`config.mk`:
```
export PLATFORM = sky130hd
export DESIGN_NAME = rf_dbg_arbiter_flat
export DESIGN_NICKNAME = d
export VERILOG_FILES = /design/src/rtl/rf_dbg_arbiter_if.sv /design/src/rtl/rf_dbg_arbiter.sv /design/src/flat_wrapper.sv
export SDC_FILE = /design/constraint.sdc
export NUM_CORES = 1
export LEC_CHECK = 0
export CAP_MARGIN = 20
export CORE_ASPECT_RATIO = 1.1
export CORE_MARGIN = 8
export CORE_UTILIZATION = 51
export CTS_BUF_LIST = sky130_fd_sc_hd__clkbuf_2
export DETAILED_ROUTE_END_ITERATION = 7
export PLACE_DENSITY = 0.89
export SETUP_SLACK_MARGIN = 0.4
export SYNTH_ARGS = -nofsm -noshare
export SYNTH_HDL_FRONTEND = slang
export SYNTH_SLANG_ARGS = --single-unit
```
`constraint.sdc`:
```
create_clock -name clk -period 5.6 [get_ports clk]
set_input_delay 1.12 -clock clk [delete_from_list [all_inputs] [get_ports clk]]
set_output_delay 1.12 -clock clk [all_outputs]
set_load 0.01 [all_outputs]
```
`src/rtl/rf_dbg_arbiter_if.sv`:
```
//------------------------------------------------------------------------------
// Module : rf_dbg_arbiter_if
// Debug-unit register access handshake (req/ack) toward rf_dbg_arbiter.
// Rev    : 1.0
//------------------------------------------------------------------------------
`default_nettype none

interface rf_dbg_arbiter_if #(
    parameter int XLEN = 32
);
    logic            dbg_req_i;
    logic            dbg_we_i;
    logic [4:0]      dbg_addr_i;
    logic [XLEN-1:0] dbg_wdata_i;
    logic            dbg_ack_o;
    logic [XLEN-1:0] dbg_rdata_o;

    modport master (
        output dbg_req_i,
        output dbg_we_i,
        output dbg_addr_i,
        output dbg_wdata_i,
        input  dbg_ack_o,
        input  dbg_rdata_o
    );

    modport slave (
        input  dbg_req_i,
        input  dbg_we_i,
        input  dbg_addr_i,
        input  dbg_wdata_i,
        output dbg_ack_o,
        output dbg_rdata_o
    );
endinterface

`default_nettype wire

```
`src/rtl/rf_dbg_arbiter.sv`:
```
//------------------------------------------------------------------------------
// Module : rf_dbg_arbiter
// Shares the register file write port and read port 1 between the pipeline
// (always first) and debug accesses, with a starvation-driven stall request.
// Rev    : 1.0
//------------------------------------------------------------------------------
`default_nettype none

module rf_dbg_arbiter #(
    parameter int XLEN         = 32,
    parameter int STARVE_LIMIT = 8
) (
    input  wire logic            clk,
    input  wire logic            rst_n,
    input  wire logic            wb_we_i,
    input  wire logic [4:0]      wb_dst_i,
    input  wire logic [XLEN-1:0] wb_r_i,
    input  wire logic [4:0]      pd_src1_i,
    input  wire logic            id_stall_i,
    rf_dbg_arbiter_if.slave      dbg,
    output logic                 dbg_stall_o,
    output logic                 rf_we_o,
    output logic [4:0]           rf_dst_o,
    output logic [XLEN-1:0]      rf_wdata_o,
    output logic [4:0]           rf_src1_o,
    input  wire logic [XLEN-1:0] rf_src1_q_i
);

    localparam int              c_CW    = $clog2(STARVE_LIMIT + 1);
    localparam logic [c_CW-1:0] c_LIMIT = c_CW'(STARVE_LIMIT);

    typedef enum logic [1:0] {
        S_IDLE    = 2'd0,
        S_ARB     = 2'd1,
        S_RD_WAIT = 2'd2,
        S_ACK     = 2'd3
    } state_t;

    state_t          r_state;
    logic            r_we;
    logic [4:0]      r_addr;
    logic [XLEN-1:0] r_wdata;
    logic [c_CW-1:0] r_cnt;
    logic            r_ack;
    logic [XLEN-1:0] r_rdata;
    logic            r_stall;
    logic            r_byp;
    logic [XLEN-1:0] r_byp_data;

    logic            w_arb;
    logic            w_addr_zero;
    logic            w_wr_grant;
    logic            w_rd_grant;

    assign w_arb       = (r_state == S_ARB);
    assign w_addr_zero = (r_addr == 5'd0);
    assign w_wr_grant  = w_arb && r_we  && !w_addr_zero && !wb_we_i;
    assign w_rd_grant  = w_arb && !r_we && !w_addr_zero && id_stall_i;

    // Port muxes stay combinational so the grant lands in the ARB cycle itself.
    always_comb begin
        rf_we_o    = wb_we_i;
        rf_dst_o   = wb_dst_i;
        rf_wdata_o = wb_r_i;
        rf_src1_o  = pd_src1_i;
        if (w_wr_grant) begin
            rf_we_o    = 1'b1;
            rf_dst_o   = r_addr;
            rf_wdata_o = r_wdata;
        end
        if (w_rd_grant) begin
            rf_src1_o = r_addr;
        end
    end

    assign dbg.dbg_ack_o   = r_ack;
    assign dbg.dbg_rdata_o = r_rdata;
    assign dbg_stall_o     = r_stall;

    always_ff @(posedge clk or negedge rst_n) begin
        if (!rst_n) begin
            r_state    <= S_IDLE;
            r_we       <= 1'b0;
            r_addr     <= 5'd0;
            r_wdata    <= '0;
            r_cnt      <= '0;
            r_ack      <= 1'b0;
            r_rdata    <= '0;
            r_stall    <= 1'b0;
            r_byp      <= 1'b0;
            r_byp_data <= '0;
        end else begin
            r_ack <= 1'b0;
            case (r_state)
                S_IDLE: begin
                    if (dbg.dbg_req_i) begin
                        r_we    <= dbg.dbg_we_i;
                        r_addr  <= dbg.dbg_addr_i;
                        r_wdata <= dbg.dbg_wdata_i;
                        r_cnt   <= '0;
                        r_state <= S_ARB;
                    end
                end
                S_ARB: begin
                    if (w_addr_zero) begin
                        // x0 never touches the register file; reads return zero.
                        if (!r_we) begin
                            r_rdata <= '0;
                        end
                        r_ack   <= 1'b1;
                        r_state <= S_ACK;
                    end else if (w_wr_grant) begin
                        r_ack   <= 1'b1;
                        r_state <= S_ACK;
                    end else if (w_rd_grant) begin
                        // Same-cycle WB write to our index is newer than the array read.
                        r_byp      <= wb_we_i && (wb_dst_i == r_addr);
                        r_byp_data <= wb_r_i;
                        r_state    <= S_RD_WAIT;
                    end else begin
                        if (r_cnt != c_LIMIT) begin
                            r_cnt <= r_cnt + 1'b1;
                        end
                        if (r_cnt >= (c_LIMIT - 1'b1)) begin
                            r_stall <= 1'b1;
                        end
                    end
                end
                S_RD_WAIT: begin
                    r_rdata <= r_byp ? r_byp_data : rf_src1_q_i;
                    r_ack   <= 1'b1;
                    r_state <= S_ACK;
                end
                S_ACK: begin
                    r_stall <= 1'b0;
                    r_state <= S_IDLE;
                end
                default: begin
                    r_state <= S_IDLE;
                end
            endcase
        end
    end

endmodule

`default_nettype wire

```
`src/flat_wrapper.sv`:
```
// flat-port wrapper written by rule: the top's interface ports become plain ports
module rf_dbg_arbiter_flat 
#(
    parameter int XLEN         = 32,
    parameter int STARVE_LIMIT = 8
)
  (clk, rst_n, wb_we_i, wb_dst_i, wb_r_i, pd_src1_i, id_stall_i, dbg_stall_o, rf_we_o, rf_dst_o, rf_wdata_o, rf_src1_o, rf_src1_q_i, dbg_dbg_req_i, dbg_dbg_we_i, dbg_dbg_addr_i, dbg_dbg_wdata_i, dbg_dbg_ack_o, dbg_dbg_rdata_o);
  rf_dbg_arbiter_if #(.XLEN(XLEN)) dbg_i ();
  input  wire logic clk;
  input  wire logic rst_n;
  input  wire logic wb_we_i;
  input  wire logic [4:0] wb_dst_i;
  input  wire logic [XLEN-1:0] wb_r_i;
  input  wire logic [4:0] pd_src1_i;
  input  wire logic id_stall_i;
  output logic dbg_stall_o;
  output logic rf_we_o;
  output logic [4:0] rf_dst_o;
  output logic [XLEN-1:0] rf_wdata_o;
  output logic [4:0] rf_src1_o;
  input  wire logic [XLEN-1:0] rf_src1_q_i;
  input wire logic [$bits(dbg_i.dbg_req_i)-1:0] dbg_dbg_req_i;
  input wire logic [$bits(dbg_i.dbg_we_i)-1:0] dbg_dbg_we_i;
  input wire logic [$bits(dbg_i.dbg_addr_i)-1:0] dbg_dbg_addr_i;
  input wire logic [$bits(dbg_i.dbg_wdata_i)-1:0] dbg_dbg_wdata_i;
  output wire logic [$bits(dbg_i.dbg_ack_o)-1:0] dbg_dbg_ack_o;
  output wire logic [$bits(dbg_i.dbg_rdata_o)-1:0] dbg_dbg_rdata_o;
  assign dbg_i.dbg_req_i = dbg_dbg_req_i;
  assign dbg_i.dbg_we_i = dbg_dbg_we_i;
  assign dbg_i.dbg_addr_i = dbg_dbg_addr_i;
  assign dbg_i.dbg_wdata_i = dbg_dbg_wdata_i;
  assign dbg_dbg_ack_o = dbg_i.dbg_ack_o;
  assign dbg_dbg_rdata_o = dbg_i.dbg_rdata_o;
  rf_dbg_arbiter #(.XLEN(XLEN), .STARVE_LIMIT(STARVE_LIMIT)) u_core (.clk(clk), .rst_n(rst_n), .wb_we_i(wb_we_i), .wb_dst_i(wb_dst_i), .wb_r_i(wb_r_i), .pd_src1_i(pd_src1_i), .id_stall_i(id_stall_i), .dbg(dbg_i), .dbg_stall_o(dbg_stall_o), .rf_we_o(rf_we_o), .rf_dst_o(rf_dst_o), .rf_wdata_o(rf_wdata_o), .rf_src1_o(rf_src1_o), .rf_src1_q_i(rf_src1_q_i));
endmodule
```
* After elaboration in Yosys (flattened, before gate mapping)
Index checks and enable logic that the tools add are counted.
Storage, ports and cells: flip-flop bits (word level) 111, input port bits 117, word-level logic and storage cells 76
Cells by class: $add $sub $neg 1, magnitude comparators 1, equal/unequal tests 14, muxes and demuxes 27, bitwise logic cells 2, reductions and logical operators 21
Operators with widths (count):
- $mux W32 | 4
- $pmux W32 S2 | 1
- $mux W4 | 5
- $ne A2 B2 Y1 const B | 8
- $mux W5 | 2
- $mux W2 | 4
- $ne A4 B4 Y1 const B | 2
- $pmux W2 S4 | 1
- $pmux W4 S2 | 1
- $logic_and A1 B1 Y1 | 7
- $mux W1 | 7
- $reduce_and A6 Y1 | 1
- $reduce_bool A2 Y1 | 3
- $eq A5 B5 Y1 | 1
- $logic_not A5 Y1 | 1
- $reduce_and A5 Y1 | 1
- $add A4 B1 Y4 const B | 1
- $eq A2 B2 Y1 const B | 2
- $ge A4 B3 Y1 const B | 1
- $pmux W1 S2 | 2
- $reduce_and A2 Y1 | 2
- $reduce_and A4 Y1 | 1
- $logic_not A1 Y1 | 3
- $reduce_and A3 Y1 | 1
- 3 further kinds | 4

* Longest topological paths before layout
word-level depth 8, gate-level depth with buffers 8, depth with buffers taken out 6

* Least setup slack after synthesis
OpenSTA, ideal clock, no wires.
path kind register to output, start point register u_core.r_addr[1], end point output rf_dst_o[0], arrival time 2000 ps, required time 4480 ps, slack 2480 ps, stages on the path, launching flop included 8, buffers on the path 3, cells stage by stage dfrtp_1 > or4_1 > buf_2 > or2_4 > nand4b_2 > buf_6 > buf_12 > mux2_4
On the way: cells in the longest elaborated chain, start to end 5
RTL lines:
- start, declared | line rf_dbg_arbiter.sv:41 | logic [4:0] r_addr;
- start signal, assigned | line rf_dbg_arbiter.sv:98 | r_addr <= dbg.dbg_addr_i;
- $logic_not A5 Y1 | line rf_dbg_arbiter.sv:56 | assign w_addr_zero = (r_addr == 5'd0);
- $logic_not A1 Y1 | line rf_dbg_arbiter.sv:57 | assign w_wr_grant = w_arb && r_we && !w_addr_zero && !wb_we_i;
- $logic_and A1 B1 Y1 (2 in series) | line rf_dbg_arbiter.sv:57
- $mux W5 | line rf_dbg_arbiter.sv:66 | if (w_wr_grant) begin
- end, declared | line flat_wrapper.sv:18 | output logic [4:0] rf_dst_o;
Every way passes these cells.

* Worst setup path after layout
start point register u_core.r_addr[1], end point output rf_wdata_o[31]
On the way: cells in the longest elaborated chain, start to end 5
RTL lines:
- $logic_not A5 Y1 | line rf_dbg_arbiter.sv:56
- $logic_not A1 Y1 | line rf_dbg_arbiter.sv:57
- $logic_and A1 B1 Y1 (2 in series) | line rf_dbg_arbiter.sv:57
- $mux W32 | line rf_dbg_arbiter.sv:66
- end, declared | line flat_wrapper.sv:19 | output logic [XLEN-1:0] rf_wdata_o;
Every way passes these cells.

==> flow_summary.yaml <==
status:
  status: "finished, final reports clean"
worst_setup_path:
  endpoint: "rf_wdata_o[31]"
  r2r_slack_ps: 3080
  cp_data_required_time_ps: 4480
  crit_start: "u_core.r_addr[1]"
  end_kind: "output port"
  reg2reg_depth: 4
  worstReg2RegEnd: "u_core.r_byp_data[23]"
  r2r-start: "u_core.r_addr[1]"
  worst_ep_arrival_time_ps: 3780
  crit_fanout: 21
  start_kind: "flip-flop"
  path_class: "reg2out"
clock_network:
  ctsResizeCount: 0
  cts_inserted_buffers: 9
  clockBufferDepth: 2
  ctsHoldBuffers: 0
  clk_pin_slew_ps: 300
  post-cts-setup-buffer-count: 0
  root_buffer: "clkbuf_2"
  clock_latency_ps: 570
  cts_max_level: 3
  cts_tree: "yes"
  clock-sinks: 111
job:
  maxCapViolCount: 0
power:
  clockPowerShare_pct: 11.8
  seqPwrFrac_pct: 41.0
  vdd_drop_max_mv: 0.2540
  power_density_nw_per_um2: 444.2
  p_leak_nw: 3.307
  pwr-share-comb_pct: 47.2
  cell_internal_pwr_mw: 2.194
  switching_power_mw: 1.260
  switching_share_pct: 36.47
floorplan:
  dieArea_um2: 14690
  die_w_um: 116.3
  boundaryPins: 194
  fp-row-count: 40
  die_y_um: 126.3
  core-area_um2: 10860
  start_util_pct: 51.95
drt:
  drt-initial-drc-count: 148
  postRouteWirelength_um: 14870
  drc_errors: 0
  wl_per_cell_um: 19.02
  ant_nets: 0
  vias: 4174
  via_per_inst: 5.338
  drt_first_pass_iters: 4
global_routing:
  grt_max_degree: 67
  grt-ovfl-total: 0
  track_usage_pct: 20.63
  antenna_found_initial: 0
  grt_pass1_vias: 4538
  grt_pass1_wl_um: 23850
cells_and_area:
  layout_commonest_cell: "clkdlybuf4s50_1"
  final_area_um2: 7775
  diodes: 0
  synthToLayoutAreaGrowth_pct: 37.81
  multi_input_area_um2: 2552
  drive_above_1_share_pct: 27.24
  ff_latch_area_um2: 2778
  finalNetCount: 754
  fillCellCount: 791
  final_cell_mix: "clkdlybuf4s50_1, mux2_2, dfrtp_1, inv_1, nand3_1"
sta:
  tightest_slew_ps: 1006
  drv_slew: 0
  final.min_clock_period_ps: 4901
  min_period_over_period_pct: 87.52
  timing.fmax_mhz: 204.0
  rsz0062_at_grt: "false"
  finalHoldViolations: 0
  worst_slack_ps: 698.9
  setup_viol: 0
  slew_headroom_pct: 32.69
  skew_ps: 23.45
  tns_ps: 0
yosys:
  ys.warnings.count: 0
  synth.net_count: 574
  yosysTopAreaCellShare_pct: 49.23
  avgSynthCellArea_um2: 12.54
  synthArstFlopShare_pct: 100.0
  synth_seq_cells: 111
  synth_edf_count: 0
  ys_types: 38
  yosys.area.top_type: "dfrtp_1"
  syn_area_um2: 5642
  synth_area_leaders: "dfrtp_1, mux2_2, mux2_4"
  synth_cells: 450
  ys.flop_type: "dfrtp_1"
  ys_seq_area_share_pct: 49.23
worst_hold_path:
  hp-class: "reg2reg"
  hold_depth: 1
placed_design:
  port_buffers: 193
  place_area_um2: 7635
  gp_congestion: 0.7923
  post-dp-hpwl_um: 11170
  dpl_worst_slack_ps: 1033
==> power by group through the flow <==
stage / Combinational, mW / Clock (mW) / Sequential [mW]
6_report: 1.63 / 0.407 / 1.42
5_1_grt: 1.77 / 0.456 / 1.46
4_1_cts: 1.65 / 0.423 / 1.41
3_5_place_dp: 1.64 / 0 / 1.44
3_3_place_gp: 1.57 / 0 / 1.41
2_1_floorplan: 0.999 / 0 / 1.40
==> logic make-up (layout without fill, tap and decap cells) <==
kind of cell	after synthesis	after routing	share of synthesized area, %
xor+xnor	5	5	0.7762
buf+inv	69	254	5.921
mux	145	145	30.92
compound gates	49	49	5.434
flops	111	111	49.23
simple gates	64	64	6.165
fa+ha+maj	7	7	1.552
==> sequential cells by signal, summed over array words and instances, names as in the netlist <==
name / count
u_core.r_byp: 1
u_core.r_state: 2
u_core.r_we: 1
u_core.r_cnt: 4
u_core.dbg.dbg_rdata_o: 32
u_core.dbg.dbg_ack_o: 1
u_core.dbg_stall_o: 1
u_core.r_addr: 5
u_core.r_wdata: 32
u_core.r_byp_data: 32
==> critical path, stage by stage, from the launching register on <==
cell and delay [ps]:
dfrtp_1 490, or4_1 710, or2_4 310, nand4b_4 380
buf_4 440, mux2_2 390, clkdlybuf4s50_1 480
==> stage by stage <==
stage	power [mW]	util, %	hold slack (ps)	std cells
global route	3.692	71.59	559.5	782
CTS	3.486	71.59	547.6	782
floorplan	2.402	-	458.5	450
global placement	2.978	70.30	471.8	766
finish	3.454	71.59	542.5	782
detailed placement	3.077	70.30	491.5	766
==> worst min-delay path by stage <==
stage / slack [ps] / start / end
after floorplan: 460 / u_core.r_byp_data[2] / u_core.r_byp_data[2]
after global placement: 470 / u_core.r_byp_data[2] / u_core.r_byp_data[2]
after detailed placement: 490 / u_core.r_wdata[7] / u_core.r_wdata[7]
after CTS: 550 / u_core.r_byp_data[1] / u_core.r_byp_data[1]
after global routing: 560 / u_core.r_wdata[12] / u_core.r_wdata[12]
final: 540 / u_core.r_wdata[7] / u_core.r_wdata[7]
==> Yosys cell counts, types with 2 or more instances <==
cell	count
o21ai_1	4
nand2b_1	7
nand2_1	9
ha_1	7
or4_1	3
xor2_1	4
buf_2	5
inv_1	39
buf_4	3
buf_1	2
o211ai_1	4
o21ai_0	31
nand3_1	38
dfrtp_1	111
mux2_4	30
clkbuf_1	15
buf_12	3
a21oi_1	3
mux2_2	113
==> per-layer routing <==
| metal | vias up | share of wire [%] | GRT usage [%] | wire length (um) |
|---|---|---|---|---|
| li1 | 1930 | - | - | - |
| met1 | 2084 | 37 | 22.32 | 5492 |
| met4 | 0 | 1.5 | 5.271 | 221 |
| met3 | 17 | 8.7 | 7.641 | 1291 |
| met2 | 143 | 53 | 36.79 | 7869 |
| met5 | - | 0 | 0 | 0 |
==> area by class of cell <==
class | instances | area share [%]
Sequential cell | 111 | 35.73
Clock inverter | 7 | 1.223
Tap cell | 147 | 2.366
Clock buffer | 9 | 0.5793
Timing Repair Buffer | 199 | 25.39
Inverter | 39 | 1.883
Multi-Input combinational cell | 270 | 32.83
No activity file was read; power rests on OpenSTA's default activity.
